<file path="src/rtl/tabuleiro_ultimate.sv">
// Board engine for ultimate tic-tac-toe: 81 micro cells, 9 macro cells, move validation,
// win/draw detection and forced-macro routing. Define ULT_MACRO_DRAW_EN to close drawn micro boards.
module tabuleiro_ultimate #(
  parameter bit START_PLAYER   = 1'b0,
  parameter int TIMEOUT_CYCLES = 0
) (
  input  logic        clock,
  input  logic        reset,
  input  logic        iniciar,
  input  logic        botao_valido,
  input  logic [8:0]  botoes,
  output logic        aceita,
  output logic        rejeita,
  output logic        tempo_esgotado,
  output logic        jogador,
  output logic        jogar_macro,
  output logic        jogar_micro,
  output logic [3:0]  macro_atual,
  output logic [17:0] micro_estado,
  output logic [17:0] macro_estado,
  output logic        fim,
  output logic [1:0]  vencedor,
  output logic [3:0]  db_estado
);

  typedef enum logic [3:0] {
    INICIAL        = 4'd0,
    PREPARA        = 4'd1,
    ESPERA_MACRO   = 4'd2,
    ESPERA_MICRO   = 4'd3,
    REGISTRA       = 4'd4,
    VERIFICA_MICRO = 4'd5,
    VERIFICA_MACRO = 4'd6,
    TROCA          = 4'd7,
    FIM            = 4'd15
  } estado_t;

  typedef struct packed {
    logic       ok;
    logic [3:0] idx;
  } sel_t;

  localparam int TW = (TIMEOUT_CYCLES > 0) ? $clog2(TIMEOUT_CYCLES + 1) : 1;
  // The pulse is registered, so the counter fires one cycle before it would reach the limit.
  localparam logic [TW-1:0] TMO_LAST = (TIMEOUT_CYCLES > 0) ? TW'(TIMEOUT_CYCLES - 1) : '0;

  function automatic logic [1:0] trio(input logic [1:0] a, input logic [1:0] b,
                                      input logic [1:0] c);
    return (a == b && b == c && a != 2'b00 && a != 2'b11) ? a : 2'b00;
  endfunction

  function automatic logic [1:0] ganhador(input logic [17:0] t);
    logic [1:0] l [8];
    logic [1:0] g;
    l[0] = trio(t[1:0],   t[3:2],   t[5:4]);
    l[1] = trio(t[7:6],   t[9:8],   t[11:10]);
    l[2] = trio(t[13:12], t[15:14], t[17:16]);
    l[3] = trio(t[1:0],   t[7:6],   t[13:12]);
    l[4] = trio(t[3:2],   t[9:8],   t[15:14]);
    l[5] = trio(t[5:4],   t[11:10], t[17:16]);
    l[6] = trio(t[1:0],   t[9:8],   t[17:16]);
    l[7] = trio(t[5:4],   t[9:8],   t[13:12]);
    g = 2'b00;
    for (int i = 7; i >= 0; i--) begin
      if (l[i] != 2'b00) g = l[i];
    end
    return g;
  endfunction

  function automatic logic cheio(input logic [17:0] t);
    logic c;
    c = 1'b1;
    for (int k = 0; k < 9; k++) begin
      if (t[2*k +: 2] == 2'b00) c = 1'b0;
    end
    return c;
  endfunction

  function automatic sel_t decodifica(input logic [8:0] b);
    sel_t s;
    int   n;
    s = '0;
    n = 0;
    for (int k = 0; k < 9; k++) begin
      if (b[k]) begin
        n++;
        s.idx = 4'(k);
      end
    end
    s.ok = (n == 1);
    return s;
  endfunction

  estado_t           r_estado, w_prox;
  logic [8:0][17:0]  r_micro;
  logic [17:0]       r_macro;
  logic              r_jogador;
  logic [3:0]        r_macro_atual;
  logic [3:0]        r_ultima;
  logic [1:0]        r_vencedor;
  logic              r_aceita, r_rejeita, r_tempo;
  logic [TW-1:0]     r_cnt;

  sel_t        w_sel;
  logic [3:0]  w_idx_atual;
  logic [17:0] w_tab_atual;
  logic [1:0]  w_codigo, w_destino, w_cel_macro, w_cel_micro;
  logic [1:0]  w_ganhador_micro, w_ganhador_macro;
  logic        w_espera, w_tmo;

  logic        w_limpa, w_carrega_macro, w_grava_cel, w_fecha_macro, w_limpa_tab;
  logic        w_troca_jog, w_define_atual, w_define_venc;
  logic        w_aceita, w_rejeita, w_tempo;
  logic [1:0]  w_cod_macro, w_cod_venc;
  logic [3:0]  w_novo_atual;

  assign w_sel            = decodifica(botoes);
  assign w_idx_atual      = r_macro_atual - 4'd1;
  assign w_tab_atual      = (r_macro_atual != 4'd0) ? r_micro[w_idx_atual] : '0;
  assign w_codigo         = r_jogador ? 2'b10 : 2'b01;
  assign w_cel_macro      = r_macro[2*w_sel.idx +: 2];
  assign w_cel_micro      = w_tab_atual[2*w_sel.idx +: 2];
  assign w_destino        = r_macro[2*r_ultima +: 2];
  assign w_ganhador_micro = ganhador(w_tab_atual);
  assign w_ganhador_macro = ganhador(r_macro);
  assign w_espera         = (r_estado == ESPERA_MACRO) || (r_estado == ESPERA_MICRO);
  assign w_tmo            = (TIMEOUT_CYCLES > 0) && w_espera && !botao_valido
                            && (r_cnt == TMO_LAST);

  // NOTE: state is updated with non-blocking assignments only, so every flop samples pre-edge values.
  always_ff @(posedge clock) begin
    if (reset) r_estado <= INICIAL;
    else       r_estado <= w_prox;
  end

  // NOTE: every control gets a default first, so no path through the case leaves a latch behind.
  always_comb begin
    w_prox          = r_estado;
    w_limpa         = 1'b0;
    w_carrega_macro = 1'b0;
    w_grava_cel     = 1'b0;
    w_fecha_macro   = 1'b0;
    w_cod_macro     = 2'b00;
    w_limpa_tab     = 1'b0;
    w_troca_jog     = 1'b0;
    w_define_atual  = 1'b0;
    w_novo_atual    = 4'd0;
    w_define_venc   = 1'b0;
    w_cod_venc      = 2'b00;
    w_aceita        = 1'b0;
    w_rejeita       = 1'b0;
    w_tempo         = 1'b0;
    case (r_estado)
      INICIAL: if (iniciar) w_prox = PREPARA;
      PREPARA: begin
        w_limpa = 1'b1;
        w_prox  = ESPERA_MACRO;
      end
      ESPERA_MACRO: begin
        if (w_tmo) begin
          w_tempo     = 1'b1;
          w_troca_jog = 1'b1;
        end else if (botao_valido) begin
          if (w_sel.ok && w_cel_macro == 2'b00) begin
            w_carrega_macro = 1'b1;
            w_aceita        = 1'b1;
            w_prox          = ESPERA_MICRO;
          end else begin
            w_rejeita = 1'b1;
          end
        end
      end
      ESPERA_MICRO: begin
        if (w_tmo) begin
          w_tempo     = 1'b1;
          w_troca_jog = 1'b1;
        end else if (botao_valido) begin
          if (w_sel.ok && w_cel_micro == 2'b00) begin
            w_grava_cel = 1'b1;
            w_aceita    = 1'b1;
            w_prox      = REGISTRA;
          end else begin
            w_rejeita = 1'b1;
          end
        end
      end
      REGISTRA: w_prox = VERIFICA_MICRO;
      VERIFICA_MICRO: begin
        if (w_ganhador_micro != 2'b00) begin
          w_fecha_macro = 1'b1;
          w_cod_macro   = w_ganhador_micro;
        end else if (cheio(w_tab_atual)) begin
`ifdef ULT_MACRO_DRAW_EN
          w_fecha_macro = 1'b1;
          w_cod_macro   = 2'b11;
`else
          w_limpa_tab   = 1'b1;
`endif
        end
        w_prox = VERIFICA_MACRO;
      end
      VERIFICA_MACRO: begin
        if (w_ganhador_macro != 2'b00) begin
          w_define_venc = 1'b1;
          w_cod_venc    = w_codigo;
          w_prox        = FIM;
        end else if (cheio(r_macro)) begin
          w_define_venc = 1'b1;
          w_cod_venc    = 2'b11;
          w_prox        = FIM;
        end else begin
          w_prox = TROCA;
        end
      end
      TROCA: begin
        w_troca_jog    = 1'b1;
        w_define_atual = 1'b1;
        if (w_destino == 2'b00) begin
          w_novo_atual = r_ultima + 4'd1;
          w_prox       = ESPERA_MICRO;
        end else begin
          w_novo_atual = 4'd0;
          w_prox       = ESPERA_MACRO;
        end
      end
      FIM:     if (iniciar) w_prox = PREPARA;
      default: w_prox = INICIAL;
    endcase
  end

  // NOTE: the 81-cell store is a packed vector, so reset clears it like any other register.
  always_ff @(posedge clock) begin
    if (reset) begin
      r_micro       <= '0;
      r_macro       <= '0;
      r_jogador     <= START_PLAYER;
      r_macro_atual <= 4'd0;
      r_ultima      <= 4'd0;
      r_vencedor    <= 2'b00;
      r_aceita      <= 1'b0;
      r_rejeita     <= 1'b0;
      r_tempo       <= 1'b0;
    end else begin
      r_aceita  <= w_aceita;
      r_rejeita <= w_rejeita;
      r_tempo   <= w_tempo;
      if (w_limpa) begin
        r_micro       <= '0;
        r_macro       <= '0;
        r_jogador     <= START_PLAYER;
        r_macro_atual <= 4'd0;
        r_ultima      <= 4'd0;
        r_vencedor    <= 2'b00;
      end
      if (w_carrega_macro) r_macro_atual <= w_sel.idx + 4'd1;
      if (w_grava_cel) begin
        r_micro[w_idx_atual][2*w_sel.idx +: 2] <= w_codigo;
        r_ultima                               <= w_sel.idx;
      end
      if (w_fecha_macro)  r_macro[2*w_idx_atual +: 2] <= w_cod_macro;
      if (w_limpa_tab)    r_micro[w_idx_atual]        <= '0;
      if (w_troca_jog)    r_jogador                   <= ~r_jogador;
      if (w_define_atual) r_macro_atual               <= w_novo_atual;
      if (w_define_venc)  r_vencedor                  <= w_cod_venc;
    end
  end

  // Idle counter: held at zero outside the wait states, so entering one starts from zero.
  always_ff @(posedge clock) begin
    if (reset || TIMEOUT_CYCLES == 0 || !w_espera || botao_valido || w_tmo) r_cnt <= '0;
    else                                                                      r_cnt <= r_cnt + 1'b1;
  end

  assign aceita         = r_aceita;
  assign rejeita        = r_rejeita;
  assign tempo_esgotado = r_tempo;
  assign jogador        = r_jogador;
  assign jogar_macro    = (r_estado == ESPERA_MACRO);
  assign jogar_micro    = (r_estado == ESPERA_MICRO);
  assign macro_atual    = r_macro_atual;
  assign micro_estado   = w_tab_atual;
  assign macro_estado   = r_macro;
  assign fim            = (r_estado == FIM);
  assign vencedor       = r_vencedor;
  assign db_estado      = r_estado;

endmodule

</file>
<file path="config.mk">
export PLATFORM = sky130hd
export DESIGN_NAME = tabuleiro_ultimate
export DESIGN_NICKNAME = d
export VERILOG_FILES = /design/src/rtl/tabuleiro_ultimate.sv
export SDC_FILE = /design/constraint.sdc
export NUM_CORES = 1
export LEC_CHECK = 0
export CAP_MARGIN = 25
export CORE_MARGIN = 8
export CORE_UTILIZATION = 45
export CTS_CLUSTER_DIAMETER = 150
export DETAILED_ROUTE_END_ITERATION = 12
export GPL_TIMING_DRIVEN = 0
export PLACE_DENSITY = 0.65
export SLEW_MARGIN = 0
export SYNTH_ARGS = -nofsm -noshare
export SYNTH_HDL_FRONTEND = slang
export SYNTH_SLANG_ARGS = --single-unit
</file>
<file path="constraint.sdc">
create_clock -name clock -period 7.2 [get_ports clock]
set_input_delay 1.44 -clock clock [delete_from_list [all_inputs] [get_ports clock]]
set_output_delay 1.44 -clock clock [all_outputs]
set_load 0.01 [all_outputs]
</file>
==> impl_metrics.py <==
metrics = {
    "status": {
        "status": "completed",
    },
    "yosys": {
        "muxShareOfSynthArea": 0.108,
        "netlist_area_mm2": 0.0125,
        "yosys.area.top_type": "dfxtp_1",
        "ys_warn_count": 0,
        "synth_nets": 1534,
        "netlist.area_leader.share": 0.316,
        "yosys_register_bits": 197,
        "ys_types": 78,
        "synth_cells": 1503,
        "synthTopCellsByCount": "197 x dfxtp_1, 180 x nor2_1, 135 x and3_1",
        "synth_compound_area_frac": 0.190,
        "synthTopCellsByArea": "dfxtp_1 32%, mux4_2 6.9%, o21a_1 6.9%",
        "synthAdderAreaFrac": 0.0181,
        "synthXorXnorAreaFrac": 0.0194,
        "ys.flop_type": "dfxtp_1",
        "synth.most_common_cell": "dfxtp_1",
        "async_flop_share": 0,
        "seq_area_frac_synth": 0.316,
        "synth_top_family_by_area": "simple AND/OR/NAND/NOR gates",
        "synthSimpleGateAreaFrac": 0.301,
        "synth_enable_flop_cells": 0,
        "syn_area_per_cell_um2": 8.30,
    },
    "critical_path": {
        "criticalPathCategory": "in2reg",
        "cp.arrival_ns": 7.23,
        "worstReg2RegEnd": "r_micro[122]$_SDFF_PP0_",
        "end_kind": "register",
        "path_max_fanout": 5,
        "slowest_stage": "or4_4",
        "cp.depth": 31,
        "crit_path_start_kind": "primary input",
        "critPathMaxStageDelay_ns": 0.61,
        "critPathRequiredTime_ns": 7.54,
        "reg2reg_from": "macro_atual[0]$_SDFFE_PP0P_",
        "crit_path_frequent_cell": "ha_4",
        "rr_worst_depth": 17,
        "path_buf_inv": 7,
        "reg2reg_slack_ns": 0.33,
        "cp_top_family": "simple AND/OR/NAND/NOR gates",
    },
    "route": {
        "wirelength_mm": 46.9,
        "wire_per_inst_um": 23.6,
        "vias_per_cell": 6.43,
        "vias": 12783,
        "drtAntennaViolNets": 0,
        "first_iter_violations": 1561,
        "drc": 0,
        "drt-pass1-iter-count": 6,
    },
    "sta": {
        "period_needed_ns": 6.89,
        "setup_viol": 0,
        "rsz0062_at_grt": "no",
        "tightest_slew_ns": 1.09,
        "period_share": 0.957,
        "slew_viol_final": 0,
        "hold_ws_ns": 0.480,
        "fmax_mhz": 145,
        "hold_violations": 0,
        "max-slew-margin-rel": 0.268,
        "fin_skew_ns": 0.00935,
        "finalWorstSetupSlack_ns": 0.308,
    },
    "placed_design": {
        "dpl_worst_slack_ns": -1.65,
        "numPortBuffers": 59,
        "place_hpwl_mm": 34.5,
        "dp.cells": 1943,
        "place.gp.congestion": 0.977,
    },
    "final_layout": {
        "final_cells": 1989,
        "diodes": 0,
        "area_growth_pct": 16.1,
        "n_fill_cell": 2629,
        "drive_gt1_frac": 0.122,
        "fin_nets": 1630,
    },
    "power_and_ir_drop": {
        "p_leak_nw": 5.41,
        "p_per_area_mw_per_mm2": 186,
        "ir_drop_mv": 0.113,
    },
    "floorplanning": {
        "die_width_um": 182,
        "dieArea_mm2": 0.0333,
        "initial_utilization": 0.453,
        "num_rows": 61,
        "ios": 66,
        "core_area_mm2": 0.0276,
        "die_y_um": 182,
    },
    "clock_tree": {
        "cts_tree": "yes",
        "root_buffer": "clkbuf_16",
        "htree_levels": 4,
        "clock-sinks": 197,
        "cts_max_path_buffers": 2,
        "clk_pin_slew_ns": 0.07,
        "numCtsBuffers": 17,
        "clk_latency_ns": 0.44,
    },
    "grt": {
        "grt_pass1_wl_mm": 71.4,
        "grt_pass1_vias": 12033,
        "grt-ovfl-total": 0,
        "grt_max_degree": 18,
        "grt.total_usage": 0.276,
        "antenna_found_initial": 0,
    },
    "worst_hold_path": {
        "whs_endpoint": "r_micro[26]$_SDFF_PP0_",
        "min_path_cells": 2,
        "hp-start": "r_micro[26]$_SDFF_PP0_",
        "hp-class": "reg2reg",
    },
    "run": {
        "maxCapViolations": 0,
    },
}
power breakdown:
| group | switching, W | internal (W) |
|---|---|---|
| clock | 0.000466 | 0.000526 |
| sequential | 0.00000522 | 0.00109 |
| combinational | 0.000421 | 0.000184 |
| total | 0.000892 | 0.00180 |
registers in the layout, summed over array words and instances, names as in the netlist:
register	flops
macro_atual	4
r_micro	162
macro_estado	18
vencedor	2
db_estado	4
r_ultima	4
jogador	1
aceita	1
rejeita	1
area by class of cell:
cell class,count,area [µm²],area share
Inverter,28,105,0.00726
Timing Repair Buffer,77,743,0.0513
Tap cell,378,473,0.0327
Buffer,118,549,0.0379
Clock buffer,18,439,0.0303
Multi-Input combinational cell,1160,8070,0.558
Sequential cell,197,3940,0.272
Clock inverter,13,146,0.0101
worst max path at each step:
stage                     startpoint                      end
after global placement     botoes[1]   r_micro[88]$_SDFF_PP0_
after CTS                  botoes[0]  r_micro[115]$_SDFF_PP0_
after floorplan            botoes[0]  r_micro[160]$_SDFF_PP0_
after detailed placement   botoes[1]   r_micro[89]$_SDFF_PP0_
after global routing       botoes[0]  r_micro[115]$_SDFF_PP0_
final                      botoes[0]   r_micro[17]$_SDFF_PP0_
worst min-delay path: stages (launching register included):
cell      delay, ns
dfxtp_1        0.32
nand3_1        0.06
a21boi_0       0.06
timing repair:
action | 4_1_cts | 5_1_grt
hold buffers | 0 | 0
resized for setup | 29 | 27
setup buffers | 12 | 2
endpoints found under the hold margin | 0 | 0
endpoints found under the setup margin | 172 | 178
pin swaps | 21 | 17
cloned | 1 | 0
cell families (layout without fill, tap and decap cells):
group,after synthesis,after routing
buffers and inverters,146,254
multiplexers,84,84
AO/OA/AOI/OAI,322,322
flip-flops,197,197
XOR/XNOR,22,22
adder cells (fa/ha/maj),18,18
AND/OR/NAND/NOR,713,713
other,1,1
metrics by stage:
stage | TNS, ns | cell area [µm²] | total power (W) | util
floorplan | 0 | 12500 | 0.00145 | -
global placement | -173.38 | 13500 | 0.00164 | 0.491
detailed placement | -199.58 | 13600 | 0.00165 | 0.493
CTS | 0 | 14400 | 0.00265 | 0.522
global route | 0 | 14500 | 0.00277 | 0.525
finish | 0 | 14500 | 0.00269 | 0.525
per-layer routing:
metal | wire length, µm | vias to the layer above | global-route usage | share of wire
li1 | - | 5723 | - | -
met1 | 18800 | 6073 | 0.349 | 0.40
met2 | 20600 | 811 | 0.435 | 0.44
met3 | 4960 | 176 | 0.0658 | 0.11
met4 | 2500 | 0 | 0.140 | 0.053
met5 | 0 | - | 0 | 0
cells in the final DEF, fill, tap and decap left out, types with 15 or more instances in the layout:
master,Yosys,routed
nor3_1,27,26
mux2i_1,26,24
and3_1,135,134
o21ai_0,38,36
buf_2,30,24
o21a_1,114,114
mux4_2,38,38
clkdlybuf4s50_1,0,57
nand2b_1,15,15
dfxtp_1,197,197
a21oi_1,30,30
nor2b_1,22,22
mux2_2,20,19
buf_4,4,19
clkbuf_16,0,17
nand3_1,66,63
nand4_1,69,69
o311ai_0,16,16
o22ai_1,22,22
clkbuf_1,74,71
nor2_1,180,180
nand2_1,106,105
and2_1,33,33
inv_1,26,24
(Power assumes the default switching activity.)
